--- src/rtl/afpm_operand_driver.sv ---
// Operand driver for a byte-serial fp16 multiplier: streams A/B low byte then high byte,
// waits WAIT_CYC cycles, captures the two result bytes and holds them until accepted.
module afpm_operand_driver #(
    parameter int unsigned WAIT_CYC = 2
) (
    input  logic        clk,
    input  logic        rst_n,
    input  logic        in_valid,
    output logic        in_ready,
    input  logic [15:0] a_in,
    input  logic [15:0] b_in,
    output logic [7:0]  op_a,
    output logic [7:0]  op_b,
    input  logic [7:0]  res_in,
    output logic        out_valid,
    input  logic        out_ready,
    output logic [15:0] result,
    output logic        busy,
    output logic [7:0]  txn_count
);

    typedef enum logic [2:0] {
        StIdle,
        StSendLo,
        StSendHi,
        StWait,
        StCapLo,
        StCapHi,
        StDone
    } state_e;

    localparam bit          NoWait   = (WAIT_CYC == 32'd0);
    localparam int unsigned WaitM1   = NoWait ? 32'd0 : WAIT_CYC - 32'd1;
    localparam logic [3:0]  WaitLoad = WaitM1[3:0];

    state_e      state_q, state_d;
    logic [15:0] a_q, a_d;
    logic [15:0] b_q, b_d;
    logic [3:0]  cnt_q, cnt_d;
    logic [7:0]  op_a_q, op_a_d;
    logic [7:0]  op_b_q, op_b_d;
    logic [15:0] res_q, res_d;
    logic        out_valid_q, out_valid_d;
    logic        in_ready_q, in_ready_d;
    logic        busy_q, busy_d;
    logic [7:0]  txn_q, txn_d;

    always_comb begin
        state_d = state_q;
        a_d     = a_q;
        b_d     = b_q;
        cnt_d   = cnt_q;
        res_d   = res_q;
        txn_d   = txn_q;

        unique case (state_q)
            StIdle: begin
                if (in_valid) begin
                    a_d     = a_in;
                    b_d     = b_in;
                    state_d = StSendLo;
                end
            end
            StSendLo: state_d = StSendHi;
            StSendHi: begin
                if (NoWait) begin
                    state_d = StCapLo;
                end else begin
                    state_d = StWait;
                    cnt_d   = WaitLoad;
                end
            end
            StWait: begin
                // Counter holds the remaining WAIT cycles after the current one.
                if (cnt_q == 4'd0) begin
                    state_d = StCapLo;
                end else begin
                    cnt_d = cnt_q - 4'd1;
                end
            end
            StCapLo: begin
                res_d[7:0] = res_in;
                state_d    = StCapHi;
            end
            StCapHi: begin
                res_d[15:8] = res_in;
                state_d     = StDone;
            end
            StDone: begin
                if (out_ready) begin
                    state_d = StIdle;
                    txn_d   = txn_q + 8'd1;
                end
            end
            default: state_d = StIdle;
        endcase

        // Outputs are registered, so they are derived from the state being entered.
        op_a_d = 8'h00;
        op_b_d = 8'h00;
        if (state_d == StSendLo) begin
            op_a_d = a_d[7:0];
            op_b_d = b_d[7:0];
        end else if (state_d == StSendHi) begin
            op_a_d = a_d[15:8];
            op_b_d = b_d[15:8];
        end
        out_valid_d = (state_d == StDone);
        in_ready_d  = (state_d == StIdle);
        busy_d      = (state_d != StIdle);
    end

    always_ff @(posedge clk or negedge rst_n) begin
        if (!rst_n) begin
            state_q     <= StIdle;
            a_q         <= 16'h0000;
            b_q         <= 16'h0000;
            cnt_q       <= 4'd0;
            op_a_q      <= 8'h00;
            op_b_q      <= 8'h00;
            res_q       <= 16'h0000;
            out_valid_q <= 1'b0;
            in_ready_q  <= 1'b1;
            busy_q      <= 1'b0;
            txn_q       <= 8'h00;
        end else begin
            state_q     <= state_d;
            a_q         <= a_d;
            b_q         <= b_d;
            cnt_q       <= cnt_d;
            op_a_q      <= op_a_d;
            op_b_q      <= op_b_d;
            res_q       <= res_d;
            out_valid_q <= out_valid_d;
            in_ready_q  <= in_ready_d;
            busy_q      <= busy_d;
            txn_q       <= txn_d;
        end
    end

    assign in_ready  = in_ready_q;
    assign op_a      = op_a_q;
    assign op_b      = op_b_q;
    assign out_valid = out_valid_q;
    assign result    = res_q;
    assign busy      = busy_q;
    assign txn_count = txn_q;

endmodule

--- config.mk ---
export PLATFORM = sky130hd
export DESIGN_NAME = afpm_operand_driver
export DESIGN_NICKNAME = d
export VERILOG_FILES = /design/src/rtl/afpm_operand_driver.sv
export SDC_FILE = /design/constraint.sdc
export NUM_CORES = 1
export LEC_CHECK = 0
export ABC_AREA = 1
export ABC_CLOCK_PERIOD_IN_PS = 1400
export BUFFER_PORTS_ARGS = -buffer_cell sky130_fd_sc_hd__buf_4
export CAP_MARGIN = 30
export CORE_UTILIZATION = 45
export DETAILED_ROUTE_END_ITERATION = 8
export PLACE_DENSITY = 0.72
export RECOVER_POWER = 50
export SLEW_MARGIN = 0
export SYNTH_ARGS = -nofsm -noshare
export SYNTH_HDL_FRONTEND = slang
export SYNTH_SLANG_ARGS = --single-unit
export TNS_END_PERCENT = 1
--- constraint.sdc ---
create_clock -name clk -period 1.4 [get_ports clk]
set_input_delay 0.07 -clock clk [delete_from_list [all_inputs] [get_ports clk]]
set_output_delay 0.07 -clock clk [all_outputs]
set_load 0.01 [all_outputs]
==> flow_summary.toml <==
[timing]
fin_worst_skew_ns = 0.01200
timing.hold.ws_ns = 0.01933
rsz0062_at_grt = "true"
fmax_ghz = 0.7488
min_period_ns = 1.335
maxSlewHeadroom = 0.4972
finalMaxSlewViolations = 0
setup_tns_ns = 0
finalSetupViolations = 0
hold_violations = 0
fin_crit_sh = 0.9539
tightest_slew_ns = 0.7541

[critical_path]
r2r-start = "cnt_q[0]$_DFFE_PN0P_"
cp-start-kind = "register"
crit_fanout = 5
critPathMaxStageDelay_ns = 0.37
crit_start = "cnt_q[0]$_DFFE_PN0P_"
rrSetupSlack_ns = 0.06
crit_chain = "inv_2, ha_2, nand3_1, nand2_2, buf_4, nand4_1, nor2_1"
required_ns = 1.66
critical_path_class = "register to register"
crit_path_end_kind = "register"
cp-endpoint = "in_ready$_DFF_PN1_"
cp.arrival_ns = 1.60
crit_slowest_cell = "dfrtp_1"
worst-r2r-cell-count = 7
reg2reg_to = "in_ready$_DFF_PN1_"

[yosys]
async_flop_share = 1.000
yosysMostFrequentCell = "nand2_1"
syn_avg_cell_area_um2 = 8.696
syn_inst = 319
syn-num-nets = 365
syn_area_mm2 = 0.002774
synthFlopType = "dfrtp_1"
ys_ff_latch = 66
yosys_warnings = 0
synthTopCellsByCount = "nand2_1, dfrtp_1, inv_1"
synth.yosys.seq_area_share = 0.5959
synthTopCellsByArea = "dfrtp_1, nand2_1, o21ai_0, inv_1, nor2_1"
synth_edf_count = 0
synth_top_area_frac = 0.5864
yosys.area.top_type = "dfrtp_1"
yosysUniqueCellTypes = 23

[grt]
grt_max_degree = 37
grt.total_usage = 0.2245
grt_pass1_vias = 2455
antenna_found_initial = 0
gr-total-overflow = 0
grt_pass1_wl_um = 10920

[cts]
numCtsBuffers = 9
clk_path_buf_depth = 2
clk_pin_slew_ns = 0.08
clkSinkCount = 66
cts_max_level = 3
insertion_delay_ns = 0.34
cts_root_buf = "clkbuf_8"
cts_tree = "yes"

[worst_hold_path]
hold_path_class = "input port to register"
min_path_cells = 3

[placed_design]
portBuffers = 86
gp_congestion = 0.8187
place_area_mm2 = 0.003563
dp_hpwl_um = 4109

[power_and_ir_drop]
max-vdd-ir-drop_v = 0.0009591
pwr-share-clk = 0.207
p_leak_uw = 0.002190
switching_power_uw = 2863
total_power_uw = 7850
seqPwrFrac = 0.401
p_per_area_mw_per_mm2 = 1911
p_int_uw = 4988
swShare = 0.3647
power_frac_comb = 0.392

[routing]
drt-total-wl_um = 6339
vias = 2447
ant_nets = 0
drtIter0Drc = 155
drtPass1Iterations = 4
vias_per_cell = 4.557
post_drt_wl_per_cell_um = 11.80
drc = 0

[floorplan]
rows = 28
pin_count = 87
die_x_um = 80.51
start_util = 0.4685
die_area_mm2 = 0.006482
die_h_um = 80.51
core_region_area_mm2 = 0.005921

[layout]
fin_area_mm2 = 0.004108
diodes = 0
fin_util = 0.6938
drive_gt1_frac = 0.2316
nNetsFinal = 503
n_fill_cell = 467
area_delta_synth_final_pct = 48.08

[flow_run]
maxCapViolations = 0

[outcome]
status = "finished, final reports clean"
logic make-up (layout without fill, tap and decap cells):
logic type,count (synthesis),after routing,share of synthesized area
compound gates,22,22,0.04105
xor+xnor,5,5,0.01579
fa+ha+maj,2,2,0.009020
buf+inv,35,178,0.05819
flops,66,66,0.5959
simple gates,189,189,0.2801
metal layers:
| layer | global-route usage | wire length [um] |
|---|---|---|
| met1 | 0.2755 | 2833 |
| met2 | 0.3788 | 3132 |
| met3 | 0.05455 | 264 |
| met4 | 0.08750 | 108 |
| met5 | 0 | 0 |
final cells by class:
type / count / area, um^2 / area share
timing repair buffer: 137 / 1090 / 0.2653
sequential: 66 / 1655 / 0.4030
clock inverter: 4 / 50.05 / 0.01218
inverter: 25 / 93.84 / 0.02284
tap: 75 / 93.84 / 0.02284
clock buffer: 12 / 155.1 / 0.03777
multi-input combinational: 218 / 969.7 / 0.2361
per-stage QoR:
stage	std cells	worst slack [ns]
after global placement	479	0.05844
after floorplan	319	0.1505
final	537	0.06450
after detailed placement	479	-0.02882
after CTS	534	0.00003098
after global routing	537	-0.008647
placed cells by master (no fill, tap or decap), drive strengths merged, types with 2 or more instances in the layout:
cell	Yosys	layout
xnor2	2	2
dlygate4sd3	0	39
o21ai	20	20
xor2	3	3
nand4	2	2
nor2	18	18
clkinvlp	0	2
buf	10	77
nand3b	3	3
inv	25	25
nand3	8	8
ha	2	2
dfrtp	65	65
clkbuf	0	33
nand2	158	158
power by group through the flow:
stage	registers [uW]	logic (uW)	clock network (uW)
after floorplan	3360	1480	0
after global placement	3160	3010	0
after detailed placement	3170	3100	0
after CTS	3150	3210	1670
after global routing	3250	3470	1770
final	3150	3080	1630
repair_timing:
| item | in CTS | in global routing |
|---|---|---|
| gates resized for setup | 1 | 7 |
| hold buffers | 39 | 0 |
| setup buffers | 0 | 3 |
| hold endpoints to repair | 70 | 0 |
| cloned | 0 | 0 |
| setup endpoints to repair | 2 | 21 |
| pin swaps | 0 | 2 |
registers in the layout (all words and copies together) (netlist names):
register,count
result,16
a_q,8
b_q,8
op_a,8
op_b,8
txn_count,8
cnt_q,4
state_q,3
busy,1
in_ready,1
out_valid,1
worst min-delay path by stage:
| stage | from | to | slack (ns) |
|---|---|---|---|
| after floorplan | rst_n | a_q[10]$_DFF_PN0_ | -0.23 |
| final | res_in[7] | result[15]$_DFFE_PN0P_ | 0.02 |
| after global routing | res_in[7] | result[7]$_DFFE_PN0P_ | 0.006 |
| after global placement | rst_n | busy$_DFF_PN0_ | 0.03 |
| after detailed placement | rst_n | busy$_DFF_PN0_ | 0.03 |
| after CTS | res_in[1] | result[9]$_DFFE_PN0P_ | 0.004 |
critical path: cells and delay by family, from the launching register on:
family / cells / cell delay, ns
DFF: 1 / 0.37
and+or+nand+nor: 4 / 0.49
adders and majority gates: 1 / 0.20
buffers and inverters: 2 / 0.21
(Power assumes the default switching activity.)
